`src/rtl/ifetch_queue.sv`:
```
// Instruction fetch unit: owns the fetch PC, requests one word at a time from
// memory and buffers fetched instructions in a small circular queue for the decoder.
module ifetch_queue #(
  parameter int          QUEUE_DEPTH = 4,
  parameter logic [31:0] RESET_PC    = 32'h0
) (
  input  logic        clk_in,
  input  logic        rst_in,
  input  logic        rdy_in,
  output logic [31:0] PC,
  output logic        ask_for,
  input  logic        give_you,
  input  logic [31:0] give_you_ins,
  output logic        is_ins,
  output logic [31:0] ins,
  output logic [31:0] ins_addr,
  output logic        ins_is_c,
  input  logic        dc_stuck,
  input  logic        dc_clear,
  input  logic [31:0] dc_new_pc,
  input  logic        rob_clear,
  input  logic [31:0] new_pc
);

  localparam int PTR_W = $clog2(QUEUE_DEPTH);
  localparam int CNT_W = PTR_W + 1;
  localparam logic [CNT_W-1:0] DEPTH_C = CNT_W'(QUEUE_DEPTH);

  typedef enum logic [1:0] {IDLE, REQ, DISCARD} state_t;

  state_t             state_reg, state_next;
  logic [31:0]        pc_reg, pc_next;
  logic [CNT_W-1:0]   count_reg, count_next, count_calc;
  logic [PTR_W-1:0]   head_reg, tail_reg;

  logic [31:0]            addr_mem [QUEUE_DEPTH];
  logic [31:0]            data_mem [QUEUE_DEPTH];
  logic [QUEUE_DEPTH-1:0] c_mem;

  logic        redirect;
  logic [31:0] target;
  logic        is_c;
  logic [31:0] ins_word;
  logic        push;
  logic        pop;
  logic        room;

  always_comb begin
    redirect   = rob_clear | dc_clear;
    target     = (rob_clear ? new_pc : dc_new_pc) & 32'hFFFF_FFFE;
    is_c       = (give_you_ins[1:0] != 2'b11);
    ins_word   = is_c ? {16'h0000, give_you_ins[15:0]} : give_you_ins;
    push       = (state_reg == REQ) && give_you && !redirect;
    pop        = is_ins && !dc_stuck && !redirect;
    count_calc = count_reg + CNT_W'(push) - CNT_W'(pop);
    room       = (count_calc < DEPTH_C);
    count_next = redirect ? '0 : count_calc;
  end

  // Next-state and PC update; a redirect always wins over a same-cycle response.
  always_comb begin
    state_next = state_reg;
    pc_next    = pc_reg;
    case (state_reg)
      IDLE: begin
        if (redirect) begin
          state_next = REQ;
          pc_next    = target;
        end else if (room) begin
          state_next = REQ;
        end
      end
      REQ: begin
        if (redirect) begin
          pc_next    = target;
          state_next = give_you ? REQ : DISCARD;
        end else if (give_you) begin
          pc_next    = pc_reg + (is_c ? 32'd2 : 32'd4);
          state_next = room ? REQ : IDLE;
        end
      end
      DISCARD: begin
        if (redirect) pc_next = target;
        if (give_you) state_next = REQ;
      end
      default: state_next = IDLE;
    endcase
  end

  always_ff @(posedge clk_in) begin
    if (!rst_in) begin
      state_reg <= IDLE;
      pc_reg    <= RESET_PC;
      count_reg <= '0;
      head_reg  <= '0;
      tail_reg  <= '0;
    end else if (rdy_in) begin
      state_reg <= state_next;
      pc_reg    <= pc_next;
      count_reg <= count_next;
      if (redirect) begin
        head_reg <= '0;
        tail_reg <= '0;
      end else begin
        head_reg <= head_reg + PTR_W'(pop);
        tail_reg <= tail_reg + PTR_W'(push);
      end
    end
  end

  // Entries are cleared on reset so the head outputs read as zero afterwards.
  always_ff @(posedge clk_in) begin
    if (!rst_in) begin
      for (int i = 0; i < QUEUE_DEPTH; i++) begin
        addr_mem[i] <= '0;
        data_mem[i] <= '0;
      end
      c_mem <= '0;
    end else if (rdy_in && push) begin
      addr_mem[tail_reg] <= pc_reg;
      data_mem[tail_reg] <= ins_word;
      c_mem[tail_reg]    <= is_c;
    end
  end

  assign PC       = pc_reg;
  assign ask_for  = (state_reg == REQ) || (state_reg == DISCARD);
  assign is_ins   = (count_reg != '0);
  assign ins      = data_mem[head_reg];
  assign ins_addr = addr_mem[head_reg];
  assign ins_is_c = c_mem[head_reg];

endmodule

```
`config.mk`:
```
export PLATFORM = sky130hd
export DESIGN_NAME = ifetch_queue
export DESIGN_NICKNAME = d
export VERILOG_FILES = /design/src/rtl/ifetch_queue.sv
export SDC_FILE = /design/constraint.sdc
export NUM_CORES = 1
export LEC_CHECK = 0
export CAP_MARGIN = 20
export CORE_UTILIZATION = 28
export CTS_CLUSTER_SIZE = 16
export DETAILED_ROUTE_END_ITERATION = 10
export HOLD_SLACK_MARGIN = 0.08
export SLEW_MARGIN = 20
export SYNTH_ARGS = -nofsm -noshare
export SYNTH_HDL_FRONTEND = slang
export SYNTH_SLANG_ARGS = --single-unit
export TNS_END_PERCENT = 10
```
`constraint.sdc`:
```
create_clock -name clk_in -period 4.1 [get_ports clk_in]
set_input_delay 0.82 -clock clk_in [delete_from_list [all_inputs] [get_ports clk_in]]
set_output_delay 0.82 -clock clk_in [all_outputs]
set_load 0.05 [all_outputs]
```
==> flow_summary.yaml <==
clocking:
  cts_setup_buffers: 0
  postCtsHoldBufs: 0
  cts_tree: "yes"
  clock-sinks: 302
  cts_max_level: 2
  clk_path_buf_depth: 3
  cts_resized: 0
  cts_made_buffers: 34
  cts-root-buf: "clkbuf_16"
  path_clk_slew_ns: 0.06
  clk_latency_ns: 0.52
critical_path:
  path_cells: "buf_4 -> mux4_2 -> clkdlybuf4s50_1"
  end_kind: "output port"
  worst-path-buf-inv: 2
  crit_path_top_delay_cell: "clkdlybuf4s50_1"
  slowest_delay_ns: 0.72
  cp.arrival_ns: 2.89
  cp-start-kind: "flip-flop"
  crit_family: "buffers and inverters"
  cp.required_ns: 3.28
  criticalPathCategory: "reg -> out"
  worst-path-max-fanout: 23
sta:
  fmax_ghz: 0.270
  finalClockSkew_ns: 0.0262
  finalSetupViolCount: 0
  hold_violations: 0
  max_slew_margin_pct: 51.9
  maxSlewViolCount: 0
  tightest_slew_ns: 0.722
  final.setup.worst_slack_ns: 0.392
  rsz0062_at_grt: "no"
  finalCritPeriodShare_pct: 90.4
  fin_crit_ns: 3.71
  timing.setup.tns_ns: 0
hold_path:
  hp-class: "reg -> reg"
power_and_ir_drop:
  p_per_area_mw_per_mm2: 398
  ir_worst_vdd_uv: 216
  leakagePower_nw: 6.64
synth:
  avgSynthCellArea_um2: 13.3
  async_reset_ff_share_pct: 0
  syn_inst: 1068
  yosys_register_bits: 302
  synth-edff-count: 256
  synth_area_leaders: "edfxtp_1 54%, mux4_2 10%, dfxtp_1 6.5%"
  yosys_most_used_dff: "edfxtp_1"
  synth_largest_area_cell: "edfxtp_1"
  ys_warn_count: 0
  netlist.area_leader.share_pct: 54.1
  seq_area_frac_synth_pct: 60.6
  netlist_area_mm2: 0.0142
  synth_cell_types: 68
grt:
  grt_pass1_vias: 9616
  grt-ovfl-total: 0
  grt_pass1_wl_mm: 59.5
  antenna_found_initial: 1
  grt_use_total_pct: 15.5
  grt_max_degree: 65
drt:
  drc_errors: 0
  dr_wl_met3_mm: 2.63
  ant_nets: 0
  finalWirelength_mm: 39.9
  wl_met2_mm: 19.2
  met1_length_mm: 17.4
  dr.pass1.iters: 5
  viasPerCell: 4.83
  num_vias: 9483
  drtIter0Drc: 736
  top_layer: "met5"
  wl_per_cell_um: 20.3
placed_design:
  place_area_mm2: 0.0172
  hpwl_mm: 26.0
  gp_congestion: 0.784
  dp.cells: 1902
  port_buffers: 198
  place_ws_ns: 0.348
floorplanning:
  ios: 202
  initial_core_util_pct: 28.4
  die_area_mm2: 0.0516
  num_rows: 82
  die_h_um: 227
  core_area_mm2: 0.0501
  die_w_um: 227
run:
  maxCapViolations: 0
layout:
  drive_above_1_share_pct: 14.1
  area_growth_pct: 28.6
  stdcell_count: 1963
  design_area_mm2: 0.0183
  mostFrequentLayoutCell: "edfxtp_1"
  n_antenna_cell: 0
  mostFrequentLayoutCells: "256 x edfxtp_1, 196 x clkdlybuf4s50_1, 141 x and2_1"
  final_nets: 1381
outcome:
  status: "complete, no violations"
## stage by stage
| step | hold slack (ns) | util, % | total power, mW |
|---|---|---|---|
| final | 0.503 | 36.5 | 7.27 |
| after global routing | 0.529 | 36.5 | 7.51 |
| after CTS | 0.500 | 36.5 | 7.35 |
| after detailed placement | 0.486 | 34.3 | 4.35 |
| after global placement | 0.475 | 34.3 | 4.34 |
| after floorplan | 0.458 | - | 3.99 |
## synthesized netlist by cell type, drive strengths merged (26+ instances only)
library cell and number:
edfxtp 256, and2 141, nor2 93, mux4 65, nand2 50, clkbuf 48
and3 47, dfxtp 46, a21oi 32, inv 32, mux2i 32, buf 30
o21ai 26
## power breakdown
group	switching, mW	internal, mW	total [mW]	leakage [nW]
sequential	0.0929	3.43	3.53	3.02
clock	1.24	1.75	2.99	0.535
combinational	0.461	0.293	0.753	3.08
total	1.79	5.48	7.27	6.64
## area by class of cell
type,instances,area [µm²]
Timing Repair Buffer,236,2390
Clock inverter,20,163
Fill cell,4933,31800
Tap cell,672,841
Clock buffer,41,928
Inverter,32,120
Multi-Input combinational cell,660,5190
Sequential cell,302,8620
## cell families (layout without fill, tap and decap cells)
group	Yosys count	after routing	share of synthesized area, %
adders and majority gates	12	12	1.16
muxes	100	100	12.8
AOI/OAI and AO/OA	115	115	5.30
DFF	302	302	60.6
other	1	5	0.0264
and+or+nand+nor	424	424	16.5
xor gates and xnor gates	4	4	0.352
buffers and inverters	110	329	3.19
## final timing paths
kind                start           end  slack (ns)  cells past startpoint
max             flip-flop   ins_addr[1]        0.39                      3
max reg2reg  count_reg[1]  state_reg[0]        1.27                     12
min              c_mem[3]      c_mem[3]        0.50                      2
min reg2reg      c_mem[3]      c_mem[3]        0.50                      2
## per-layer routing
metal | up-vias | GRT usage (%)
li1 | 4390 | -
met1 | 4750 | 20.4
met2 | 293 | 25.9
met3 | 48 | 3.28
met4 | 2 | 4.03
met5 | - | 0
## worst reg2reg max path, stage by stage (launching register included)
cell	delay (ns)
dfxtp_1	0.38
or3_1	0.35
and3b_1	0.22
ha_1	0.29
inv_1	0.05
ha_1	0.12
inv_1	0.05
fa_1	0.40
xor3_1	0.22
nand3_1	0.11
o211ai_1	0.15
a211o_1	0.30
a21oi_1	0.11
(Power assumes the default switching activity.)
